## config.mk

```make
export PLATFORM = sky130hd
export DESIGN_NAME = pool_layer_max
export DESIGN_NICKNAME = d
export VERILOG_FILES = /design/src/rtl/pool_layer_pkg.sv /design/src/rtl/fp_relu_max2.sv /design/src/rtl/pool_layer_max.sv
export SDC_FILE = /design/constraint.sdc
export NUM_CORES = 1
export LEC_CHECK = 0
export BUFFER_PORTS_ARGS = -buffer_cell sky130_fd_sc_hd__buf_2
export CORE_ASPECT_RATIO = 1.1
export CORE_MARGIN = 4
export CORE_UTILIZATION = 25
export CTS_BUF_LIST = sky130_fd_sc_hd__clkbuf_2
export CTS_CLUSTER_SIZE = 28
export DETAILED_ROUTE_END_ITERATION = 8
export PLACE_DENSITY = 0.4
export SYNTH_ARGS = -nofsm -noshare
export SYNTH_HDL_FRONTEND = slang
export SYNTH_HIERARCHICAL = 1
export SYNTH_SLANG_ARGS = --single-unit
export TNS_END_PERCENT = 5
```

## constraint.sdc

```tcl
create_clock -name clk -period 6.5 [get_ports clk]
set_clock_uncertainty 0.2 [all_clocks]
set_input_delay 1.3 -clock clk [delete_from_list [all_inputs] [get_ports clk]]
set_output_delay 1.3 -clock clk [all_outputs]
set_load 0.05 [all_outputs]
```

## src/rtl/pool_layer_pkg.sv

```systemverilog
// rtl/pool_layer_pkg.sv - shared types, sizes and ReLU helper for the max-pooling layer
package pool_layer_pkg;

  localparam int DATA_WIDTH = 32;
  localparam int ARRAY_SIZE = 6;
  localparam int POOL_SIZE  = ARRAY_SIZE / 2;

  typedef enum logic {
    S_FIRST  = 1'b0,
    S_SECOND = 1'b1
  } state_t;

  // Sign bit set (negatives, -0, negative NaN) clamps to +0; everything else passes
  function automatic logic [DATA_WIDTH-1:0] relu(input logic [DATA_WIDTH-1:0] w);
    return w[DATA_WIDTH-1] ? '0 : w;
  endfunction

endpackage

```

## src/rtl/fp_relu_max2.sv

```systemverilog
// rtl/fp_relu_max2.sv - optional ReLU on two IEEE-754 words followed by a max select
module fp_relu_max2
  import pool_layer_pkg::*;
#(
  parameter bit BYPASS_RELU = 1'b0
) (
  input  logic [DATA_WIDTH-1:0] a,
  input  logic [DATA_WIDTH-1:0] b,
  output logic [DATA_WIDTH-1:0] y
);

  logic [DATA_WIDTH-1:0] a_r;
  logic [DATA_WIDTH-1:0] b_r;

  // Once both operands are non-negative, the float order equals the unsigned
  // order of the raw bits, so a plain integer compare picks the max
  always_comb begin
    a_r = BYPASS_RELU ? a : relu(a);
    b_r = BYPASS_RELU ? b : relu(b);
    y   = (a_r >= b_r) ? a_r : b_r;
  end

endmodule

```

## src/rtl/pool_layer_max.sv

```systemverilog
// rtl/pool_layer_max.sv - ReLU plus 2x2 stride-2 max pooling over streamed feature rows
module pool_layer_max #(
  parameter int DATA_WIDTH  = 32,
  parameter int ARRAY_SIZE  = 6,
  parameter int ARRAY_WIDTH = 3,
  parameter int IDX_WIDTH   = 3
) (
  input  logic                                  clk,
  input  logic                                  rst_n,
  input  logic                                  valid_in,
  input  logic [ARRAY_SIZE*DATA_WIDTH-1:0]      feature_in,
  input  logic [IDX_WIDTH-1:0]                  idx_in,
  input  logic [ARRAY_WIDTH-1:0]                row_in,
  input  logic                                  fin_in,
  output logic                                  pool_valid,
  output logic [(ARRAY_SIZE/2)*DATA_WIDTH-1:0]  pool_data,
  output logic [IDX_WIDTH-1:0]                  pool_idx,
  output logic [ARRAY_WIDTH-1:0]                pool_row,
  output logic                                  pool_fin,
  output logic                                  pair_drop
);

  import pool_layer_pkg::state_t;
  import pool_layer_pkg::S_FIRST;
  import pool_layer_pkg::S_SECOND;

  localparam int HALF = ARRAY_SIZE / 2;

  state_t                          state_q, state_d;
  logic [DATA_WIDTH-1:0]           buf_q [HALF];
  logic [DATA_WIDTH-1:0]           buf_d [HALF];
  logic [DATA_WIDTH-1:0]           h_word [HALF];
  logic [DATA_WIDTH-1:0]           v_word [HALF];
  logic [IDX_WIDTH-1:0]            idx_q, idx_d;
  logic                            drop_d;
  logic                            valid_d;
  logic [HALF*DATA_WIDTH-1:0]      data_d;
  logic [IDX_WIDTH-1:0]            pidx_d;
  logic [ARRAY_WIDTH-1:0]          prow_d;

  // Horizontal pairs are rectified here; the vertical max sees rectified words only
  for (genvar k = 0; k < HALF; k++) begin : g_pool
    fp_relu_max2 #(.BYPASS_RELU(1'b0)) u_h (
      .a (feature_in[(ARRAY_SIZE-1-2*k)*DATA_WIDTH +: DATA_WIDTH]),
      .b (feature_in[(ARRAY_SIZE-2-2*k)*DATA_WIDTH +: DATA_WIDTH]),
      .y (h_word[k])
    );
    fp_relu_max2 #(.BYPASS_RELU(1'b1)) u_v (
      .a (buf_q[k]),
      .b (h_word[k]),
      .y (v_word[k])
    );
  end

  // Pair FSM: hold the first row, pool on a matching second row, drop on mismatch or fin
  always_comb begin
    state_d = state_q;
    buf_d   = buf_q;
    idx_d   = idx_q;
    drop_d  = pair_drop;
    valid_d = 1'b0;
    data_d  = '0;
    pidx_d  = '0;
    prow_d  = '0;
    if (valid_in) begin
      if (state_q == S_SECOND && idx_in == idx_q) begin
        valid_d = 1'b1;
        for (int k = 0; k < HALF; k++) begin
          data_d[(HALF-1-k)*DATA_WIDTH +: DATA_WIDTH] = v_word[k];
        end
        pidx_d  = idx_q;
        prow_d  = row_in >> 1;
        state_d = S_FIRST;
      end else begin
        if (state_q == S_SECOND) begin
          drop_d = 1'b1;
        end
        buf_d   = h_word;
        idx_d   = idx_in;
        state_d = S_SECOND;
      end
    end
    if (fin_in) begin
      if (state_d == S_SECOND) begin
        drop_d = 1'b1;
      end
      state_d = S_FIRST;
    end
  end

  // State, row buffer and registered outputs
  always_ff @(posedge clk or negedge rst_n) begin
    if (!rst_n) begin
      state_q    <= S_FIRST;
      idx_q      <= '0;
      pair_drop  <= 1'b0;
      pool_valid <= 1'b0;
      pool_data  <= '0;
      pool_idx   <= '0;
      pool_row   <= '0;
      pool_fin   <= 1'b0;
      for (int k = 0; k < HALF; k++) begin
        buf_q[k] <= '0;
      end
    end else begin
      state_q    <= state_d;
      idx_q      <= idx_d;
      pair_drop  <= drop_d;
      pool_valid <= valid_d;
      pool_data  <= data_d;
      pool_idx   <= pidx_d;
      pool_row   <= prow_d;
      pool_fin   <= fin_in;
      for (int k = 0; k < HALF; k++) begin
        buf_q[k] <= buf_d[k];
      end
    end
  end

endmodule

```

==> results of run 1 <==
==> report_power, final <==
group	internal [mW]	total [mW]	switching [mW]	leakage, nW
combinational	0.853	1.62	0.769	7.68
clock	0.397	1.05	0.650	0.449
sequential	1.38	1.46	0.0829	2.73
==> flip-flops by register name, summed over array words and instances (netlist names) <==
signal,cells
buf_q,96
state_q,1
pool_valid,1
pair_drop,1
pool_idx,3
pool_fin,1
idx_q,3
pool_data,96
pool_row,2
==> critical path: stages <==
cell                        delay [ps]
sky130_fd_sc_hd__buf_2             140
sky130_fd_sc_hd__buf_4             190
sky130_fd_sc_hd__nand2b_1          160
sky130_fd_sc_hd__inv_1              50
sky130_fd_sc_hd__ha_1              300
sky130_fd_sc_hd__a21oi_1           130
sky130_fd_sc_hd__o21ai_0           140
sky130_fd_sc_hd__a22o_1            240
sky130_fd_sc_hd__a2111oi_0         450
sky130_fd_sc_hd__buf_4             220
sky130_fd_sc_hd__o21a_1            210
sky130_fd_sc_hd__buf_4             240
sky130_fd_sc_hd__mux2i_1           280
sky130_fd_sc_hd__buf_4             170
sky130_fd_sc_hd__inv_1              40
sky130_fd_sc_hd__ha_1              260
sky130_fd_sc_hd__a2111oi_0         360
sky130_fd_sc_hd__or4_1             190
sky130_fd_sc_hd__nand4_1           110
sky130_fd_sc_hd__buf_4             180
sky130_fd_sc_hd__a31oi_4           210
sky130_fd_sc_hd__buf_4             270
sky130_fd_sc_hd__mux2_4            330
sky130_fd_sc_hd__and2_1            140
==> cell usage after synthesis (all sizes together), types with 4 or more instances <==
cell	count
o21ai	34
nor3	4
nand4	21
clkbuf	28
buf	37
a21o	6
a21oi	78
and4	9
or4	6
mux2i	90
nor4	6
conb	4
o211ai	6
nand2	50
mux2	195
a2111oi	6
dfrtp	204
ha	189
o21a	9
nor2	11
inv	196
nand3	18
nand2b	189
and2	101
==> kinds of logic after synthesis <==
logic type	Yosys count	share of synthesized area
AOI/OAI and AO/OA	159	0.0637
xor gates and xnor gates	3	0.00167
adders and majority gates	189	0.150
buffers and inverters	261	0.0810
DFF	204	0.325
muxes	285	0.218
other	4	0.000955
and+or+nand+nor	423	0.159
==> routing by layer <==
metal  vias to the layer above  part of all wire  track usage
li1                       6075                 -            -
met1                      5780              0.43        0.164
met2                       215              0.50        0.232
met3                        69             0.047       0.0290
met4                         0             0.024       0.0487
met5                         -                 0            0
==> layout make-up <==
type / count / area share
well taps: 833 / 0.0536
multi-input cells: 1063 / 0.481
repair buffers: 429 / 0.135
clock buffers: 95 / 0.0244
diodes: 1 / 0.000129
flip-flops and latches: 204 / 0.262
inverters: 196 / 0.0378
clock inverters: 26 / 0.00540
==> final timing paths <==
path / start / slack [ps] / depth (start not counted) / to
worst max-delay path: feature_in[63] / 810 / 24 / pool_data[24]
worst min-delay path: buf_q[57] / 330 / 1 / buf_q[57]
max in group asynchronous: rst_n / 4110 / 3 / pool_data[57]
worst max register to register: buf_q[32] / 3460 / 10 / pool_data[57]
min in group asynchronous: rst_n / 700 / 2 / pool_data[10]
worst min register to register: buf_q[57] / 330 / 1 / buf_q[57]
==> stage by stage <==
stage	instances	hold WS [ps]
3_3_place_gp	2724	294
6_report	2847	326
4_1_cts	2846	142
2_1_floorplan	1528	277
5_1_grt	2847	187
3_5_place_dp	2724	305
==> results.txt, run 1 <==
- The flow ran to the end, and the final reports show no timing, DRC or antenna violations.
* Total wire length: 44,700 um
- Area of the multi-input gates: 9360 um^2
- Of the synthesized area, sequential elements account for 0.325.
- Summing internal, switching and leakage power gives 4.13 mW.
- Clk_lat worst skew: 960 ps
- Cell count after synthesis: 1,528
- Data on the critical path is required at its endpoint by 7120 ps.
- Nets: 2,353
- Buffers added to address setup during post-CTS repair amount to 0.
- After detailed routing, the number of remaining DRC violations is 0.
- Synthesis inferred 204 register bits.
- In the finished design, the share of the clock period the worst path needs comes to 0.876.
* HPWL Detailed: 34,600 um
- Before CTS, the worst setup slack after placement is -206 ps.
- Highest achievable clock rate: 176 MHz
- Summed over all failing endpoints, the final setup total negative slack is 0 ps.
- The worst setup path is launched from a primary input.
* Transition time at the pin with the least slew margin: 809 ps
- Chip Width: 247 um
- Across the run, the number of max-cap violations was 0.
* Max FO, Critical Path: 15
- Count of input and output buffers: 304
- Top area cells in the synthesized netlist: sky130_fd_sc_hd__dfrtp_1, sky130_fd_sc_hd__ha_1, sky130_fd_sc_hd__mux2_4, sky130_fd_sc_hd__nand2b_1, sky130_fd_sc_hd__mux2i_1
- The mapped netlist covers 15,700 um^2.
- Signed area change from the synthesized netlist to the final layout: 23.8%
- RePlAce Congestion: 0.772
- The finished cells cover 19,500 um^2.
- The die covers 67,000 um^2.
- Average size of a mapped cell: 10.3 um^2
- Setup repair after global routing left no endpoint under its margin.
- Area share of the largest cell type after synthesis: 0.325
- The synthesized netlist contains 43 unique library cells.
- All-layer global routing usage: 0.135
- Number of nets in the synthesized netlist: 1,919
- Number of buffers created by CTS: 68
- Worst setup path category: in -> reg
* Commonest cells after routing, fill and taps aside: sky130_fd_sc_hd__buf_2, sky130_fd_sc_hd__dfrtp_1, sky130_fd_sc_hd__inv_1, sky130_fd_sc_hd__nand2b_1, sky130_fd_sc_hd__ha_1
- The worst setup path is captured at a flop.
* Hold_buf cts: 1
- Setup violations remaining at the end of the flow were counted as 0.
- The tree is rooted in a sky130_fd_sc_hd__clkbuf_2.
- In the routed layout, each cell is associated on average with a via count of 4.26.
* Core Rows: 96
- The initial antenna violation count was 2.
* Vertical extent of the die: 271 um
* Number of warning messages in the yosys log: 6
- Power spread over the standard cell area amounts to 212 nW/um^2.
- Maximum number of buffers from clock root to sink: 3
- IR analysis of the VDD net gives a maximum drop of 0.0000819 V.
- TritonCTS built the clock tree.
- H-tree levels: 3
- Of all flip-flops after synthesis, the portion carrying an async set or reset was 1.00.
- Of the cells placed in the final design, the portion with a size suffix greater than 1 is 0.345.
- Post-synth EDFFs: 0
- Post-cts resize count: 0
- The first routing iteration left 295 violations.
- Largest net degree at the start of global routing: 116
- Headroom to the max-slew limit came out at 0.461.
- The total overflow left after global routing is 0.
- After filler insertion, the fill cell instance count of the layout stands at 6,572.
- The most used flip-flop cell after synthesis is sky130_fd_sc_hd__dfrtp_1.
* First-pass GRT wire length: 71,300 um
* Tmin final: 5690 ps
* Pre-Repair DR Iteration Count: 4
- The analysis attributes to cell leakage a power of 10.9 nW.
- Core Box Area: 62,300 um^2
- Worst hold path class: reg -> reg
* Routed wire length per instance: 15.7 um
- The via count of the first global-routing pass was 13,100.
* PnR worst setup slack: 807 ps
- Core occupancy in the finished layout: 0.312
- Data arrival time at the worst-slack endpoint: 6320 ps
- Cell type with the largest total area after synthesis: sky130_fd_sc_hd__dfrtp_1
* Placed Instance Area: 18,900 um^2
- For this design, the sink count on the clock tree is 204.
* Clk pin slew, worst setup/hold paths: 90 ps
* Routed vias: 12,100
* Register Area: 5100 um^2
- Leaving out fill and tap cells, the most frequent cell in the layout is sky130_fd_sc_hd__buf_2.
* I/O pin cnt: 307
- Count of antenna-violating nets left after detailed routing: 0
- Count of pins over their slew limit: 0
- For this configuration, the core starts out at a cell density of 0.252.
* Final-report hold violation count: 0
(Power assumes the default switching activity.)
==> run 2, diff against run 1 <==
- CELL_PAD_IN_SITES_DETAIL_PLACEMENT: not set -> 1
- CELL_PAD_IN_SITES_GLOBAL_PLACEMENT: not set -> 1
- PLACE_DENSITY: 0.4 -> 0.49
==> run 2 against run 1 <==
Against the previous run:
- cell area is 0.97% higher
- routed wire length increased by 8.6%
- highest routed layer unchanged
- global-route usage up 1.1 points
- count of clock-buffer cells in the layout unchanged
- worst setup slack worse by 280 ps
- critical path depth increased by 2
- combinational power grew 4%
- core utilization is 0.30 points higher
- final cell count is 0.60% higher
- hold slack worse by 55 ps
==> results.txt, run 2 (synthesized netlist as in run 1, its figures left out) <==
* Area of the multi-input gates: 9360 um^2 (unchanged)
* Most common library cell in the layout ignoring fill and taps: sky130_fd_sc_hd__buf_2 (unchanged)
* Endpoint kind of the worst setup timing path: flop (unchanged)
- The data arrival time of the critical path came to 6540 ps (was 6320 ps).
- The number of nets in the layout is 2,373 (was 2,353).
* Count of antenna-violating nets left after detailed routing: 0 (unchanged)
- The wire length of the first global-routing pass was 76,800 um (was 71,300 um).
- Worst setup path category: in -> reg (unchanged)
- The number of failing setup endpoints in the final timing report is 0 (unchanged).
- Crit Reg-Reg Startpoint: buf_q[32] (unchanged)
* Placed Instance Area: 19,100 um^2 (was 18,900 um^2)
- The count of final hold-check violations came to 0 (unchanged).
- GRT Residual Overflow: 0 (unchanged)
- All-layer global routing usage: 0.146 (was 0.135)
* Number of filler instances in the final layout: 7,248 (was 6,572)
- The share of post-route cells with drive strength above 1 came to 0.352 (was 0.345).
- Transition time at the pin with the least slew margin: 1070 ps (was 809 ps)
- Pre-Repair DR Iteration Count: 4 (unchanged)
- The startpoint class of the critical path is a primary input (unchanged).
- Max FO, Critical Path: 16 (was 15)
* Core occupancy in the finished layout: 0.315 (was 0.312)
* Worst hold path startpoint: pair_drop (was buf_q[57])
- The number of placed I/O pins is 307 (unchanged).
* PnR worst setup slack: 530 ps (was 807 ps)
- The summed negative setup slack over all endpoints came to 0 ps (unchanged).
- The leakage power of the design came to 10.9 nW (about the same).
- Setup repair after global routing missed its margin: false (unchanged)
- The placer congestion estimate came to 0.755 (was 0.772).
- The number of standard cells in the layout, taps in and fillers out came to 2,864 (was 2,847).
* Core Box Area: 62,300 um^2 (unchanged)
* H-tree levels: 3 (unchanged)
* Commonest cells after routing, fill and taps aside: sky130_fd_sc_hd__buf_2, sky130_fd_sc_hd__dfrtp_1, sky130_fd_sc_hd__inv_1, sky130_fd_sc_hd__nand2b_1, sky130_fd_sc_hd__ha_1 (unchanged)
- Internal reg-to-reg setup slack: 3310 ps (was 3460 ps)
* Maximum number of buffers from clock root to sink: 3 (unchanged)
- Count of pins over their slew limit: 0 (unchanged)
* R2R Path End: pool_data[63] (was pool_data[57])
- Clk pin slew, worst setup/hold paths: 80 ps (was 90 ps)
* Initial cell density of the core: 0.252 (unchanged)
- The final period demand of the worst path was 5970 ps (was 5690 ps).
- Cells on Worst Hold Path: 1 (unchanged)
- The total vias in the final route came to 12,400 (was 12,100).
- TritonCTS clock tree: done (unchanged)
- The post-route total power came to 4.19 mW (was 4.13 mW).
- Clk_lat worst skew: 950 ps (was 960 ps)
* Starting DRC count in detailed routing: 247 (was 295)
- The HPWL after detailed placement was 37,400 um (was 34,600 um).
- The placement row count was 96 (unchanged).
- The TritonCTS sink count is 204 (unchanged).
- Depth of the worst register-to-register path: 12 (was 10)
* Normalized max-slew margin: 0.286 (was 0.461)
- The overall routed net length is 48,600 um (was 44,700 um).
- The die boundary width is 247 um (unchanged).
* Endpoint with the worst hold slack: pair_drop (was buf_q[57])
* Largest registers ranked by flip-flop count: buf_q (96), pool_data (96) (unchanged)
* Worst hold path class: reg -> reg (unchanged)
* DRC violation count after routing: 0 (unchanged)
- Highest achievable clock rate: 168 MHz (was 176 MHz)
- The routed length per placed instance came to 17.0 um (was 15.7 um).
* Post-Place Worst Slack: -422 ps (was -206 ps)
- Via-per-instance ratio: 4.35 (was 4.26)
* Number of global-route vias before repair: 14,000 (was 13,100)
* DIE AREA: 67,000 um^2 (unchanged)
- The count of input and output buffers was 304 (unchanged).
- Status: finished clean (unchanged).
* # placed instances: 2,742 (was 2,724)
* Worst vdd rail ir drop: 0.0000916 V (was 0.0000819 V)
* Required time of the critical path: 7070 ps (was 7120 ps)
- Final worst path period share: 0.918 (was 0.876)
- The total CTS buffers was 70 (was 68).
- Vertical extent of the die: 271 um (unchanged)
- Hold WS: 271 ps (was 326 ps)
- The largest net degree at the start of global routing was 120 (was 116).
* Pwr Density: 213 nW/um^2 (was 212 nW/um^2)
* Initial antenna violation count: 4 (was 2)
- Post-Layout Inst Area: 19,700 um^2 (was 19,500 um^2)
* Clock Root Buffer: sky130_fd_sc_hd__clkbuf_2 (unchanged)
- The combined flip-flop and latch cell area came to 5100 um^2 (unchanged).
* Buffers inserted during post-CTS setup optimization: 0 (unchanged)
- The launch point of the critical path is feature_in[63] (unchanged).
* Max Cap Viol: 0 (unchanged)
- Signed area change from the synthesized netlist to the final layout: 25.0% (was 23.8%)
[run 2: metal layers]
layer / vias to the layer above / GRT usage / wire length, um
li1: 6101 / - / -
met1: 6032 / 0.176 / 21100
met2: 251 / 0.251 / 23500
met3: 64 / 0.0363 / 2800
met4: 0 / 0.0514 / 1150
met5: - / 0 / 0
[run 2: critical path, cell delays in order]
cell and delay [ps]:
sky130_fd_sc_hd__buf_2 210, sky130_fd_sc_hd__buf_12 160, sky130_fd_sc_hd__nand2b_1 130, sky130_fd_sc_hd__inv_1 50
sky130_fd_sc_hd__ha_1 320, sky130_fd_sc_hd__a21oi_1 120, sky130_fd_sc_hd__o21ai_0 130, sky130_fd_sc_hd__a22o_1 270
sky130_fd_sc_hd__a2111oi_0 580, sky130_fd_sc_hd__buf_4 230, sky130_fd_sc_hd__o21a_1 160, sky130_fd_sc_hd__buf_12 130
sky130_fd_sc_hd__mux2i_1 250, sky130_fd_sc_hd__buf_4 160, sky130_fd_sc_hd__inv_1 40, sky130_fd_sc_hd__ha_1 310
sky130_fd_sc_hd__and4_1 270, sky130_fd_sc_hd__nand3_1 100, sky130_fd_sc_hd__or4_1 470, sky130_fd_sc_hd__nand4_1 130
sky130_fd_sc_hd__buf_4 150, sky130_fd_sc_hd__a31oi_4 90, sky130_fd_sc_hd__buf_12 170, sky130_fd_sc_hd__buf_12 150
sky130_fd_sc_hd__mux2_4 290, sky130_fd_sc_hd__and2_1 150
[run 2: how the worst max path moves through the flow]
stage / endpoint / slack (ps) / cells after the start
2_1_floorplan: pool_data[65] / 770 / 22
3_3_place_gp: pool_data[27] / -420 / 26
3_5_place_dp: pool_data[27] / -420 / 26
4_1_cts: pool_data[27] / 650 / 26
5_1_grt: pool_data[27] / 210 / 26
6_report: pool_data[27] / 530 / 26
[run 2: where the power goes]
| group | total (mW) | internal, mW | switching (mW) |
|---|---|---|---|
| combinational | 1.69 | 0.888 | 0.798 |
| sequential | 1.46 | 1.38 | 0.0847 |
| clock | 1.05 | 0.393 | 0.654 |
| total | 4.19 | 2.66 | 1.54 |
[run 2: area by class of cell]
type	instances	share of cell area
Tap cell	833	0.0530
Sequential cell	204	0.260
Clock buffer	95	0.0242
Clock inverter	20	0.00427
Inverter	196	0.0374
Timing Repair Buffer	447	0.144
Multi-Input combinational cell	1063	0.476
Antenna cell	6	0.000764
[run 2: repair_timing]
action | 4_1_cts | 5_1_grt
hold buffers | 1 | 0
resized for setup | 0 | 0
endpoints found under the hold margin | 16 | 0
==> run 3, diff against run 2 <==
- ABC_AREA: not set -> 1
- ABC_CLOCK_PERIOD_IN_PS: not set -> 6500
- PLACE_DENSITY: 0.49 -> 0.53
- SLEW_MARGIN: not set -> 20
==> run 3 against run 2 <==
Against the previous run:
- area after synthesis is 4.5% higher
- first-iteration DRC count is 130% higher
- clock power hardly changed
- cell area is 2.3% lower
- die area is 4.4% higher
- combinational power is 12% lower
- synthesized cell count is 65% higher
- sequential share of layout area is 0.61 points higher
- non-clock buffer count is 109 lower
==> results.txt, run 3 <==
* Final setup violation count: 0 (unchanged)
- Total wire length: 56,900 um (was 48,600 um)
* Clk_lat worst skew: 940 ps (was 950 ps)
* Initial cell density of the core: 0.252 (about the same)
- Buffers inserted during post-CTS setup optimization: 0 (unchanged)
- Share of synthesized flip-flops with an asynchronous set or reset: 1.00 (unchanged)
* Seq pwr share: 0.362 (was 0.348)
- Switching portion of total power: 0.420 (was 0.366)
* Maximum number of buffers from clock root to sink: 3 (unchanged)
* Top cells by count, synth: sky130_fd_sc_hd__nand2_1, sky130_fd_sc_hd__inv_1, sky130_fd_sc_hd__nand3_1 (was sky130_fd_sc_hd__dfrtp_1, sky130_fd_sc_hd__inv_1, sky130_fd_sc_hd__ha_1, sky130_fd_sc_hd__nand2b_1, sky130_fd_sc_hd__and2_1)
* TritonCTS clock tree: done (unchanged)
- Required time of the critical path: 7110 ps (was 7070 ps)
* Most common library cell in the layout ignoring fill and taps: sky130_fd_sc_hd__nand2_1 (was sky130_fd_sc_hd__buf_2)
* Starting DRC count in detailed routing: 568 (was 247)
- The maximum vdd drop was 0.0000713 V (was 0.0000916 V).
- Largest net degree at the start of global routing: 95 (was 120)
* Number of global-route vias before repair: 17,500 (was 14,000)
- The net count of the mapped netlist is 2,907 (was 1,919).
* I/O pin cnt: 307 (unchanged)
- The cell at the root of the clock tree was sky130_fd_sc_hd__clkbuf_2 (unchanged).
- The clock slew seen by the registers of the worst setup and hold paths was 90 ps (was 80 ps).
- Cell leakage power: 12.0 nW (was 10.9 nW)
* Chip Width: 252 um (was 247 um)
- The number of nets in the layout was 3,196 (was 2,373).
* First-pass GRT wire length: 92,300 um (was 76,800 um)
- The initial antenna violation count was 5 (was 4).
- DRC violation count after routing: 0 (unchanged)
- The number of fill cells was 8,388 (was 7,248).
- Portion of netlist area occupied by mux cells: 0 (was 0.218)
* Internal reg-to-reg setup slack: 3750 ps (was 3310 ps)
- The worst reg2reg path startpoint is idx_q[0] (was buf_q[32]).
- Netlist Area Pre-Place: 16,400 um^2 (was 15,700 um^2)
- The number of flops mapped to enable cells by yosys is 0 (unchanged).
* Data arrival time at the worst-slack endpoint: 5710 ps (was 6540 ps)
* HPWL Detailed: 41,700 um (was 37,400 um)
- Largest registers ranked by flip-flop count: buf_q (96), pool_data (96) (unchanged).
- The achievable frequency came to 196 MHz (was 168 MHz).
- The critical path capture point was pool_data[79] (was pool_data[27]).
* Distinct cells, synth: 26 (was 43)
- The simple-gate share of the synthesized area came to 0.357 (was 0.159).
* Max Cap Viol: 0 (unchanged)
- The endpoint of the worst-slack reg-to-reg timing path was buf_q[8] (was pool_data[63]).
* Relative contribution of combinational cells to total power: 0.374 (was 0.402)
- Complex-gate fraction of the synthesized area: 0.0455 (was 0.0637)
- Worst setup path category: in -> reg (unchanged)
- Top area cells in the synthesized netlist: sky130_fd_sc_hd__dfrtp_1, sky130_fd_sc_hd__nand2_1, sky130_fd_sc_hd__ha_1, sky130_fd_sc_hd__inv_1, sky130_fd_sc_hd__nand3_1 (was sky130_fd_sc_hd__dfrtp_1, sky130_fd_sc_hd__ha_1, sky130_fd_sc_hd__mux2_4, sky130_fd_sc_hd__nand2b_1, sky130_fd_sc_hd__mux2i_1)
- Proportion of power drawn by the clock network: 0.264 (was 0.250)
- Pwr Density: 206 nW/um^2 (was 213 nW/um^2)
* Overall power: 3.95 mW (was 4.19 mW)
- Worst hold path class: in -> async (was reg -> reg)
* Pre-Repair DR Iteration Count: 4 (unchanged)
- Cell count after synthesis: 2,516 (was 1,528)
- Sequential cell area fraction in the yosys report: 0.311 (was 0.325)
* Count of pins over their slew limit: 0 (unchanged)
* Number of register bits inferred by synthesis: 204 (unchanged)
- The area share of the leading cell type in the synthesized netlist is 0.311 (was 0.325).
* H-tree levels: 3 (unchanged)
* Final worst path period share: 0.784 (was 0.918)
* Final-report hold violation count: 0 (unchanged)
* Most used DFF post-synth: sky130_fd_sc_hd__dfrtp_1 (unchanged)
- DIE AREA: 69,900 um^2 (was 67,000 um^2)
* Cell type with the largest total area after synthesis: sky130_fd_sc_hd__dfrtp_1 (unchanged)
- The most common cell in the netlist was sky130_fd_sc_hd__nand2_1 (was sky130_fd_sc_hd__dfrtp_1).
* All-layer global routing usage: 0.162 (was 0.146)
- Hold_buf cts: 0 (was 1)
- Status: finished clean (unchanged)
- NetSw: 1.66 mW (was 1.54 mW)
- Tmin final: 5090 ps (was 5970 ps)
* Setup repair after global routing missed its margin: false (unchanged)
- The total CTS buffers is 68 (was 70).
* Maximum cell stage delay along the critical path: 360 ps (was 580 ps)
- RePlAce Congestion: 0.792 (was 0.755)
- Vertical extent of the die: 277 um (was 271 um)
* Transition time at the pin with the least slew margin: 1030 ps (was 1070 ps)
- Post-cts resize count: 0 (unchanged)
- The largest family of logic cells by synthesized area is simple AND/OR/NAND/NOR gates (was multiplexers).
- Startpoint kind of the worst setup timing path: primary input (unchanged)
- The critical path's most frequent cell is sky130_fd_sc_hd__nand2_1 (was sky130_fd_sc_hd__buf_12).
- Depth of the worst register-to-register path: 8 (was 12)
- XOR/XNOR share of the synthesized area: 0.000533 (was 0.00167)
- The total vias in the final route was 16,400 (was 12,400).
- The number of warning messages in the yosys log was 6 (unchanged).
- Average size of a mapped cell: 6.53 um^2 (was 10.3 um^2)
* Endpoint kind of the worst setup timing path: flop (unchanged)
- The count of input and output buffers is 304 (unchanged).
- The maximum fanout along the worst path was 32 (was 16).
- Core Rows: 98 (was 96)
- Commonest cells after routing, fill and taps aside: sky130_fd_sc_hd__nand2_1, sky130_fd_sc_hd__inv_1, sky130_fd_sc_hd__buf_2, sky130_fd_sc_hd__nand3_1, sky130_fd_sc_hd__nor2_1 (was sky130_fd_sc_hd__buf_2, sky130_fd_sc_hd__dfrtp_1, sky130_fd_sc_hd__inv_1, sky130_fd_sc_hd__nand2b_1, sky130_fd_sc_hd__ha_1).
* Core Box Area: 65,100 um^2 (was 62,300 um^2)
- The max-slew headroom at the worst pin was 0.316 (was 0.286).
- Total internal power: 2.29 mW (was 2.66 mW)
- Routed wire length per instance: 15.4 um (was 17.0 um)
- Launching element of the worst setup path: feature_in[159] (was feature_in[63])
* Aggregate negative setup slack: 0 ps (unchanged)
- Signed area change from the synthesized netlist to the final layout: 16.9% (was 25.0%)
- Count of antenna-violating nets left after detailed routing: 0 (unchanged)
- GRT Residual Overflow: 0 (unchanged)
* CTS sink count: 204 (unchanged)
* Adder and majority cell fraction of the synthesized area: 0.144 (was 0.150)
* Via-per-instance ratio: 4.43 (was 4.35)
- The share of post-route cells with drive strength above 1 came to 0.163 (was 0.352).
- Worst path slowest cell: sky130_fd_sc_hd__buf_4 (was sky130_fd_sc_hd__a2111oi_0)
## run 3: cell count changes after synthesis, moves of 101 or more
cell and delta:
sky130_fd_sc_hd__nand2_1 +805, sky130_fd_sc_hd__nand3_1 +275, sky130_fd_sc_hd__inv_1 +248, sky130_fd_sc_hd__nor2_1 +223, sky130_fd_sc_hd__nand2b_1 -189, sky130_fd_sc_hd__and2_1 -101
## run 3: layout make-up
| cell class | instances | area [um^2] | share of cell area |
|---|---|---|---|
| antenna | 6 | 15.0 | 0.000782 |
| timing repair buffer | 338 | 1800 | 0.0938 |
| sequential | 204 | 5100 | 0.266 |
| inverter | 444 | 1670 | 0.0868 |
| clock inverter | 9 | 65.1 | 0.00339 |
| tap | 850 | 1060 | 0.0554 |
| clock buffer | 96 | 480 | 0.0250 |
| multi-input combinational | 1749 | 9000 | 0.469 |
## run 3: cells by family (layout without fill, tap and decap cells)
group | after synthesis | after routing
buffers and inverters | 563 | 887
AND/OR/NAND/NOR | 1425 | 1425
other | 4 | 10
adder cells (fa/ha/maj) | 189 | 189
XOR/XNOR | 1 | 1
AO/OA/AOI/OAI | 130 | 130
flip-flops | 204 | 204
## run 3: metrics by stage
step           instance area [um^2]  instances  setup slack (ps)  utilization  hold WS (ps)
6_report                      19200       3696              1410        0.295           235
5_1_grt                       19200       3694               993        0.295           102
4_1_cts                       19200       3690              1520        0.295          49.2
3_5_place_dp                  18600       3585               421        0.286           259
3_3_place_gp                  18600       3585               513        0.286           255
2_1_floorplan                 16400       2516              1970            -           263
## run 3: how the worst min path moves through the flow
stage          startpoint             to  slack (ps)
2_1_floorplan    idx_q[0]       idx_q[0]         260
3_3_place_gp    pair_drop      pair_drop         250
3_5_place_dp    pair_drop      pair_drop         260
4_1_cts             rst_n      buf_q[56]          50
5_1_grt             rst_n  pool_data[49]         100
6_report            rst_n      buf_q[13]         240
## run 3: critical path, delay by kind of cell
| kind | cells | cell delay, ps |
|---|---|---|
| fa+ha+maj | 2 | 600 |
| buf+inv | 8 | 1600 |
| compound gates | 1 | 180 |
| simple gates | 21 | 1960 |
## run 3: per-layer routing
| layer | vias up | GRT usage | share of wire |
|---|---|---|---|
| li1 | 8294 | - | - |
| met1 | 7757 | 0.210 | 0.47 |
| met2 | 257 | 0.275 | 0.48 |
| met3 | 60 | 0.0323 | 0.044 |
| met4 | 0 | 0.0394 | 0.015 |
| met5 | - | 0 | 0 |
## run 3: power by group through the flow
| stage | clock network, mW | logic [mW] | registers (mW) |
|---|---|---|---|
| 4_1_cts | 1.13 | 1.52 | 1.43 |
| 2_1_floorplan | 0 | 1.06 | 1.45 |
| 3_3_place_gp | 0 | 1.47 | 1.45 |
| 6_report | 1.04 | 1.48 | 1.43 |
| 3_5_place_dp | 0 | 1.51 | 1.46 |
| 5_1_grt | 1.20 | 1.74 | 1.45 |
